`config.mk`:
```
export PLATFORM = sky130hd
export DESIGN_NAME = ovl_fire_collector
export DESIGN_NICKNAME = d
export VERILOG_FILES = /design/src/rtl/ovl_fire_collector.sv
export SDC_FILE = /design/constraint.sdc
export NUM_CORES = 1
export LEC_CHECK = 0
export CAP_MARGIN = 30
export CORE_MARGIN = 8
export CORE_UTILIZATION = 57
export DETAILED_ROUTE_END_ITERATION = 7
export PLACE_DENSITY_LB_ADDON = 0.12
export SLEW_MARGIN = 40
export SYNTH_ARGS = -nofsm -noshare
export SYNTH_HDL_FRONTEND = slang
export SYNTH_SLANG_ARGS = --single-unit
export TNS_END_PERCENT = 10
```
`constraint.sdc`:
```
create_clock -name clock -period 4.91 [get_ports clock]
set_input_delay 0.982 -clock clock [delete_from_list [all_inputs] [get_ports clock]]
set_output_delay 0.982 -clock clock [all_outputs]
set_load 0.02 [all_outputs]
```
`src/rtl/ovl_fire_collector.sv`:
```
// ovl_fire_collector: gathers OVL checker fire vectors into saturating
// statistics, a first-failure record and a timestamped event FIFO.
//
// Ports:
//   clock, reset        rising-edge clock, asynchronous active-low reset
//   enable              sampling enable (fire ignored when 0)
//   clear               synchronous clear of statistics and FIFO
//   fire                3 bits per checker: {cover, x_fail, fail}
//   evt_valid/ready     head-of-FIFO handshake
//   evt_chk_id/type/time  head event payload
//   fail_cnt, xfail_cnt, cov_cnt, drop_cnt  saturating counters
//   err_sticky, first_fail_id, first_fail_time  first-failure record
module ovl_fire_collector #(
  parameter int unsigned NUM_CHK    = 4,
  parameter int unsigned CNT_W      = 16,
  parameter int unsigned TS_W       = 32,
  parameter int unsigned FIFO_DEPTH = 4
) (
  input  logic                 clock,
  input  logic                 reset,
  input  logic                 enable,
  input  logic                 clear,
  input  logic [3*NUM_CHK-1:0] fire,
  output logic                 evt_valid,
  input  logic                 evt_ready,
  output logic [3:0]           evt_chk_id,
  output logic [1:0]           evt_type,
  output logic [TS_W-1:0]      evt_time,
  output logic [CNT_W-1:0]     fail_cnt,
  output logic [CNT_W-1:0]     xfail_cnt,
  output logic [CNT_W-1:0]     cov_cnt,
  output logic [CNT_W-1:0]     drop_cnt,
  output logic                 err_sticky,
  output logic [3:0]           first_fail_id,
  output logic [TS_W-1:0]      first_fail_time
);

  localparam int unsigned SUM_W  = CNT_W + 4;
  localparam int unsigned PTR_W  = (FIFO_DEPTH > 1) ? $clog2(FIFO_DEPTH) : 1;
  localparam int unsigned CNT_FW = PTR_W + 1;
  localparam logic [CNT_W-1:0] CNT_MAX = '1;

  typedef struct packed {
    logic [3:0]      chk_id;
    logic [1:0]      etype;
    logic [TS_W-1:0] ts;
  } evt_t;

  logic [TS_W-1:0]       ts_q;
  evt_t                  ent_q [FIFO_DEPTH];
  evt_t                  ent_d [FIFO_DEPTH];
  logic [FIFO_DEPTH-1:0] vld_q, vld_d;
  logic [CNT_FW-1:0]     cnt_q, cnt_d;
  logic [CNT_FW-1:0]     wpos;

  logic             sample;
  logic [SUM_W-1:0] pop_fail, pop_xfail, pop_cov, n_ev, drop_add;
  logic             has_ev;
  logic [3:0]       win_id;
  logic [1:0]       win_type;
  logic             pop, push, full, win_drop;

  // Widen, add, clamp so a counter never wraps.
  function automatic logic [CNT_W-1:0] sat_add(input logic [CNT_W-1:0] a,
                                                input logic [SUM_W-1:0] b);
    logic [SUM_W-1:0] s;
    s = SUM_W'(a) + b;
    return (s > SUM_W'(CNT_MAX)) ? CNT_MAX : s[CNT_W-1:0];
  endfunction

  assign sample = enable & ~clear;

  // Popcounts and lowest-index event selection; descending scan leaves the lowest winner.
  always_comb begin
    pop_fail  = '0;
    pop_xfail = '0;
    pop_cov   = '0;
    n_ev      = '0;
    has_ev    = 1'b0;
    win_id    = '0;
    win_type  = '0;
    if (sample) begin
      for (int k = NUM_CHK - 1; k >= 0; k--) begin
        pop_fail  = pop_fail  + SUM_W'(fire[3*k]);
        pop_xfail = pop_xfail + SUM_W'(fire[3*k+1]);
        pop_cov   = pop_cov   + SUM_W'(fire[3*k+2]);
        if (fire[3*k] | fire[3*k+1]) begin
          n_ev     = n_ev + SUM_W'(1);
          has_ev   = 1'b1;
          win_id   = 4'(k);
          win_type = fire[3*k+1] ? 2'd1 : 2'd0;
        end
      end
    end
  end

  assign pop      = vld_q[0] & evt_ready;
  assign full     = vld_q[FIFO_DEPTH-1];
  assign push     = has_ev & (~full | pop);
  assign win_drop = has_ev & full & ~pop;
  // Losers of arbitration plus a winner rejected by a full FIFO.
  assign drop_add = (has_ev ? (n_ev - SUM_W'(1)) : '0) + SUM_W'(win_drop);

  // Shift-register FIFO: entry 0 is always the head, so evt_* come straight from flops.
  always_comb begin
    ent_d = ent_q;
    vld_d = vld_q;
    cnt_d = cnt_q;
    wpos  = cnt_q - CNT_FW'(pop);
    if (pop) begin
      for (int i = 0; i < int'(FIFO_DEPTH) - 1; i++) begin
        ent_d[i] = ent_q[i+1];
        vld_d[i] = vld_q[i+1];
      end
      vld_d[FIFO_DEPTH-1] = 1'b0;
    end
    if (push) begin
      ent_d[wpos[PTR_W-1:0]] = '{chk_id: win_id, etype: win_type, ts: ts_q};
      vld_d[wpos[PTR_W-1:0]] = 1'b1;
    end
    cnt_d = cnt_q - CNT_FW'(pop) + CNT_FW'(push);
    if (clear) begin
      vld_d = '0;
      cnt_d = '0;
    end
  end

  // Timestamp runs independently of enable and clear.
  always_ff @(posedge clock or negedge reset) begin
    if (!reset) ts_q <= '0;
    else        ts_q <= ts_q + TS_W'(1);
  end

  // FIFO storage.
  always_ff @(posedge clock or negedge reset) begin
    if (!reset) begin
      for (int i = 0; i < int'(FIFO_DEPTH); i++) ent_q[i] <= '0;
      vld_q <= '0;
      cnt_q <= '0;
    end else begin
      for (int i = 0; i < int'(FIFO_DEPTH); i++) ent_q[i] <= ent_d[i];
      vld_q <= vld_d;
      cnt_q <= cnt_d;
    end
  end

  // Statistics and first-failure record.
  always_ff @(posedge clock or negedge reset) begin
    if (!reset) begin
      fail_cnt        <= '0;
      xfail_cnt       <= '0;
      cov_cnt         <= '0;
      drop_cnt        <= '0;
      err_sticky      <= 1'b0;
      first_fail_id   <= '0;
      first_fail_time <= '0;
    end else if (clear) begin
      fail_cnt        <= '0;
      xfail_cnt       <= '0;
      cov_cnt         <= '0;
      drop_cnt        <= '0;
      err_sticky      <= 1'b0;
      first_fail_id   <= '0;
      first_fail_time <= '0;
    end else begin
      fail_cnt  <= sat_add(fail_cnt, pop_fail);
      xfail_cnt <= sat_add(xfail_cnt, pop_xfail);
      cov_cnt   <= sat_add(cov_cnt, pop_cov);
      drop_cnt  <= sat_add(drop_cnt, drop_add);
      if (has_ev && !err_sticky) begin
        err_sticky      <= 1'b1;
        first_fail_id   <= win_id;
        first_fail_time <= ts_q;
      end
    end
  end

  assign evt_valid  = vld_q[0];
  assign evt_chk_id = ent_q[0].chk_id;
  assign evt_type   = ent_q[0].etype;
  assign evt_time   = ent_q[0].ts;

endmodule

```
==> out/summary.txt, run 1 <==
Seq/Total Area, Yosys -> 48.8%
Fill cells -> 1,950
Sequential share of power -> 43.2%
Combinational fraction of design power -> 21.8%
# rows -> 59
Synth Warn # -> 0
Crit path buf inv count -> 3
I/O pin count -> 157
F_max -> 210 MHz
Slew @ Worst Pin -> 0.824 ns
Reg clk slew, reported paths -> 0.06 ns
Slowest library cell on the worst path -> nor2_1
Final Hold Viols -> 0
Max Fanout on Critical Path -> 8
Largest area contributor in the netlist -> dfrtp_1
Tcrit/Tclk final -> 97.2%
Final setup fails -> 0
Crit path depth -> 19
Initial Util -> 57.5%
Top_reg_cell synth -> dfrtp_1
Largest cells by area after synthesis -> dfrtp_1 49%, nand2_1 6.2%, mux2i_1 4.9%
Core area -> 0.0258 mm^2
Placer Congestion -> 0.869
Most frequent cells after synthesis -> 289 x dfrtp_1, 246 x nand2_1, 125 x o21ai_0
Wire length per cell -> 17.6 um
Switch share -> 28.9%
Final HPWL DP -> 23.5 mm
Skew-Pair Late Insertion Delay -> 0.57 ns
DIE WIDTH -> 177 um
# hold bufs at CTS -> 0
Crit Path Class -> in2reg
Startpoint class of the critical path -> input port
PwrDens -> 353 mW/mm^2
Drt total wl -> 35.4 mm
Initial antenna violation count -> 2
Clk pwr share -> 35.1%
Clock Sink Count -> 289
Layout cells sized above 1 -> 14.7%
Critical path arrival -> 5.18 ns
Port Buffers -> 154
Cells along the critical path -> clkdlybuf4s50_1 -> nor2_1 -> o211ai_1 -> o211ai_1 -> ha_1 -> xnor2_1 -> nor2_1 -> ha_1 -> o21a_1 -> o311ai_2 -> o221ai_1 -> or3_4 -> buf_4 -> nor2_2 -> nor2_2 -> o211a_1 -> o211ai_4 -> clkbuf_16 -> a31oi_2
CTS root buf -> clkbuf_16
Worst vdd ir -> 0.266 mV
P_sw -> 1.84 mW
Hold slack -> 0.339 ns
First-pass GRT wire length -> 58.5 mm
Via/cell ratio -> 5.60
Delay-heaviest family, CP -> compound AO/OA/AOI/OAI gates
Rel. slew slack -> 44.9%
Starting DRT DRC Count -> 679
Number of enable flip-flop cells after synthesis -> 0
Clk_skew -> 0.0213 ns
Total negative slack -> 0 ns
R2R cell count -> 14
CTS tree -> built
Total gr overflow -> 0
Post-synthesis register bit count -> 289
Die ar. -> 0.0314 mm^2
Vias in the first global route -> 11,500
TritonCTS Buffers -> 30
Nets -> 1,711
Worst stage delay on the critical path -> 0.54 ns
Largest net degree at the start of global routing -> 98
Count leader, synth -> dfrtp_1
P_int -> 4.53 mW
Drt first pass iters -> 5
Syn-to-layout area delta -> 21.9%
Vias post-DR -> 11,300
Setup crit end kind -> flip-flop
Cells after synthesis -> 1,504
Synth cell types -> 86
Die Ht -> 177 um
Ys async rst share -> 100%
H-tree Lvls -> 1
Hold Path Class -> in2async
Longest Clk Path Bufs -> 3
Syn avg cell area -> 9.85 um^2
WP data required -> 5.32 ns
Lkg Pwr -> 7.90 nW
Final Max Slew Viols -> 0
MaxCap Viol Count -> 0
Cell Area, Synth -> 0.0148 mm^2
Tmin final -> 4.77 ns
Status -> finished, final reports clean
Residual DRC -> 0
Total power -> 6.37 mW
Top-area cell type share of the netlist area -> 48.8%
Antenna Nets Post-Route -> 0
GRT Util Overall -> 22.5%
## worst reg2reg max path, stage by stage, from the launching register on
cell and delay [ns]:
dfrtp_1 0.41, nand2_2 0.08, nand3_1 0.10, fa_1 0.42
fa_1 0.39, nor2b_1 0.12, o21ai_0 0.16, a21oi_1 0.19
mux2i_1 0.13, a211oi_2 0.37, o21ai_2 0.13, o22ai_2 0.23
a41oi_2 0.19, buf_12 0.20, a31oi_1 0.18
## worst paths after layout
| path | startpoint | to | slack, ns |
|---|---|---|---|
| setup / recovery | fire[0] | drop_cnt[7] | 0.14 |
| hold / removal | reset | fail_cnt[10] | 0.34 |
| setup reg to reg | vld_q[0] | drop_cnt[1] | 1.54 |
| hold reg to reg | flip-flop | flip-flop | 0.48 |
| max in group asynchronous | reset | ent_q[36] | 3.34 |
| min in group clock | flip-flop | flip-flop | 0.48 |
## power by group through the flow
| stage | Clock [mW] | Combinational (mW) | Sequential (mW) |
|---|---|---|---|
| after CTS | 2.29 | 1.38 | 2.75 |
| after floorplan | 0 | 0.872 | 2.78 |
| after global routing | 2.37 | 1.51 | 2.78 |
| after detailed placement | 0 | 1.36 | 2.79 |
| after global placement | 0 | 1.34 | 2.78 |
| final | 2.24 | 1.39 | 2.75 |
## cell families after synthesis
kind of cell	count (synthesis)	share of synthesized area, %
simple gates	503	15.8
compound gates	317	13.5
fa+ha+maj	41	3.87
xor+xnor	80	4.73
mux	106	7.44
other cells	2	0.0507
buf+inv	166	5.75
flops	289	48.8
## layout make-up
cell class	count	area (um^2)	area share [%]
antenna	2	5.00	0.0277
clock buffer	42	876	4.85
clock inverter	12	113	0.624
inverter	28	108	0.596
multi-input combinational	1050	6880	38.1
sequential	289	7230	40.0
tap	335	419	2.32
timing repair buffer	254	2430	13.4
## layer usage
| layer | routed length (um) | global-route usage, % | share of wire [%] | vias up |
|---|---|---|---|---|
| met2 | 17400 | 38.2 | 49 | 243 |
| li1 | - | - | - | 5428 |
| met3 | 1580 | 2.50 | 4.5 | 45 |
| met5 | 0 | 0 | 0 | - |
| met4 | 725 | 6.37 | 2.0 | 0 |
| met1 | 15700 | 30.0 | 44 | 5544 |
## metrics by stage
stage               cells  worst slack, ns  util [%]  cell area (um^2)
global placement     1950           -0.600      65.6             16900
detailed placement   1951           -0.661      65.8             16900
CTS                  2006           0.0153      69.8             18000
floorplan            1505          -0.0835         -             14900
global route         2012          -0.0165      70.1             18100
finish               2012            0.139      70.1             18100
## what timing repair did
item / in CTS / in global routing
buffers inserted: 1 / 3
setup endpoints to repair: 11 / 16
gates cloned: 0 / 1
resized for setup: 4 / 13
pin swaps: 2 / 16
## cells in the final DEF, fill, tap and decap left out, types with 6 or more instances in the layout
master / netlist / final
dlymetal6s2s_1: 0 / 6
dfrtp_1: 289 / 289
nor2b_1: 7 / 7
nor3_1: 16 / 15
nand2b_1: 34 / 34
o21ai_0: 125 / 125
fa_1: 8 / 8
and2_1: 21 / 21
clkinv_2: 0 / 9
xnor2_1: 57 / 56
and3_1: 16 / 15
a211oi_1: 8 / 8
o211ai_1: 7 / 7
a21oi_1: 69 / 68
nor2_1: 90 / 85
inv_1: 27 / 27
nand4_1: 12 / 12
buf_4: 43 / 92
buf_12: 0 / 6
a31oi_1: 48 / 47
ha_1: 33 / 31
mux2i_1: 73 / 73
clkdlybuf4s50_1: 0 / 146
nand3_1: 27 / 26
a21o_1: 9 / 9
nand2_1: 246 / 244
clkbuf_16: 0 / 31
xor2_1: 23 / 23
a31oi_2: 11 / 12
clkbuf_8: 0 / 8
mux2_2: 33 / 33
No activity file was read; power rests on OpenSTA's default activity.
==> inputs of run 2 (changes only) <==
- CORE_MARGIN: 8 -> default
==> run 2 against run 1 <==
Compared with the run above: flip-flop and latch count stayed put; sequential share of layout area hardly changed; critical path depth is 2 higher; largest cell class unchanged.
==> out/summary.txt, run 2 (synthesized netlist as in run 1, its figures left out) <==
Status -> finished, final reports clean (unchanged)
Initial antenna violation count -> 0 (was 2)
Hold slack -> 0.308 ns (was 0.339 ns)
Clock Sink Count -> 289 (unchanged)
Setup crit end kind -> flip-flop (unchanged)
Max Fanout on Critical Path -> 6 (was 8)
Core area -> 0.0253 mm^2 (was 0.0258 mm^2)
MaxCap Viol Count -> 0 (unchanged)
Final Max Slew Viols -> 0 (unchanged)
Wire length per cell -> 17.1 um (was 17.6 um)
Tmin final -> 4.77 ns (about the same)
Total gr overflow -> 0 (unchanged)
Final setup fails -> 0 (unchanged)
Commonest non-fill, non-tap cells in the layout -> 289 x dfrtp_1, 244 x nand2_1, 148 x clkdlybuf4s50_1 (was 289 x dfrtp_1, 244 x nand2_1, 146 x clkdlybuf4s50_1)
Nets -> 1,708 (was 1,711)
Antenna Nets Post-Route -> 0 (unchanged)
Final Hold Viols -> 0 (unchanged)
Skew-Pair Late Insertion Delay -> 0.55 ns (was 0.57 ns)
Port Buffers -> 154 (unchanged)
R2R setup slack -> 1.58 ns (was 1.54 ns)
CTS tree -> built (unchanged)
TritonCTS Buffers -> 30 (unchanged)
Worst vdd ir -> 0.290 mV (was 0.266 mV)
Tcrit/Tclk final -> 97.2% (about the same)
Final HPWL DP -> 22.9 mm (was 23.5 mm)
DIE WIDTH -> 163 um (was 177 um)
Die ar. -> 0.0266 mm^2 (was 0.0314 mm^2)
Via/cell ratio -> 5.65 (was 5.60)
# diodes -> 0 (was 2)
Vias in the first global route -> 11,200 (was 11,500)
H-tree Lvls -> 1 (unchanged)
Drt first pass iters -> 5 (unchanged)
Rel. slew slack -> 46.4% (was 44.9%)
Critical path arrival -> 5.17 ns (was 5.18 ns)
Slew @ Worst Pin -> 0.804 ns (was 0.824 ns)
Lkg Pwr -> 7.87 nW (was 7.90 nW)
Starting DRT DRC Count -> 869 (was 679)
Clk_skew -> 0.0143 ns (was 0.0213 ns)
Residual DRC -> 0 (unchanged)
Reg clk slew, reported paths -> 0.06 ns (about the same)
Crit Path Class -> in2reg (unchanged)
F_max -> 209 MHz (was 210 MHz)
Final std cells w/o fill -> 2,001 (was 2,012)
I/O pin count -> 157 (unchanged)
Placer Congestion -> 0.907 (was 0.869)
Drt total wl -> 34.3 mm (was 35.4 mm)
Layout cells sized above 1 -> 14.5% (was 14.7%)
WP data required -> 5.31 ns (was 5.32 ns)
Initial Util -> 58.5% (was 57.5%)
Longest Clk Path Bufs -> 3 (unchanged)
Syn-to-layout area delta -> 21.9% (about the same)
Largest net degree at the start of global routing -> 137 (was 98)
Die Ht -> 163 um (was 177 um)
CTS root buf -> clkbuf_16 (unchanged)
Vias post-DR -> 11,300 (about the same)
Most common cell after layout, fill and taps aside -> dfrtp_1 (unchanged)
GRT Util Overall -> 26.2% (was 22.5%)
Placed insts -> 1,945 (was 1,951)
First-pass GRT wire length -> 56.6 mm (was 58.5 mm)
# rows -> 58 (was 59)
PwrDens -> 357 mW/mm^2 (was 353 mW/mm^2)
Hold Path Class -> in2async (unchanged)
Startpoint class of the critical path -> input port (unchanged)
-- run 2: cell types whose count changed in the layout (fill, tap and decap cells not counted), moves of 2 or more --
cell             previous run  this run
dlymetal6s2s_1              6         4
clkbuf_8                    8         6
clkinv_2                    9         4
diode_2                     2         0
clkdlybuf4s50_1           146       148
buf_4                      92        89
bufinv_16                   1         3
clkbuf_1                    4         8
-- run 2: path summary, 6_finish.rpt --
| kind | startpoint | endpoint | depth (start not counted) |
|---|---|---|---|
| worst min-delay path | reset | xfail_cnt[15] | 1 |
| max in group asynchronous | reset | first_fail_time[24] | 2 |
| worst min register to register | flip-flop | flip-flop | 2 |
| worst max-delay path | fire[4] | drop_cnt[0] | 21 |
| worst max register to register | vld_q[0] | drop_cnt[1] | 14 |
| min in group clock | flip-flop | flip-flop | 2 |
-- run 2: repair_timing --
action	4_1_cts	5_1_grt
resized for setup	4	20
hold buffers	0	0
pin swaps	4	16
setup endpoints to repair	16	16
endpoints found under the hold margin	0	0
buffers inserted	0	2
cloned	0	1
-- run 2: layout make-up --
class / count / area, um^2
fillers: 1904 / 7260
flip-flops and latches: 289 / 7230
multi-input cells: 1050 / 6910
repair buffers: 251 / 2390
clock buffers: 45 / 888
well taps: 330 / 413
clock inverters: 8 / 118
inverters: 28 / 108
-- run 2: report_power, final --
| part | leakage, nW | internal, mW | switching, mW |
|---|---|---|---|
| Combinational | 3.47 | 0.645 | 0.739 |
| Clock | 0.493 | 1.40 | 0.914 |
| Sequential | 3.91 | 2.59 | 0.164 |
-- run 2: per-stage QoR --
stage	util, %	total power [mW]	instance area, um^2	TNS (ns)	setup WS, ns
floorplan	-	3.65	14900	-0.832	-0.0835
global placement	66.8	4.11	16900	-8.33	-0.567
detailed placement	66.8	4.14	16900	-11.14	-0.732
CTS	70.9	6.48	18000	0	0.0241
global route	71.3	6.74	18100	-0.0946	-0.0223
finish	71.3	6.45	18100	0	0.136
-- run 2: per-layer routing --
metal | share of wire, % | GRT usage (%) | vias up
li1 | - | - | 5422
met1 | 46 | 36.9 | 5600
met2 | 48 | 42.5 | 236
met3 | 3.7 | 3.20 | 57
met4 | 2.5 | 7.60 | 0
met5 | 0 | 0 | -
-- run 2: worst max-delay path, stage by stage --
cell	delay [ns]
clkdlybuf4s50_1	0.47
or2_1	0.30
nor2_1	0.14
a21oi_2	0.07
ha_4	0.25
o311ai_4	0.30
o22ai_2	0.13
a21oi_2	0.11
ha_1	0.24
nor2_2	0.11
ha_1	0.24
o21a_1	0.17
o311ai_4	0.11
o221ai_1	0.17
or3_4	0.39
nor2_4	0.10
nor2_2	0.05
o211a_1	0.25
o211ai_4	0.27
clkbuf_16	0.21
a31oi_1	0.08
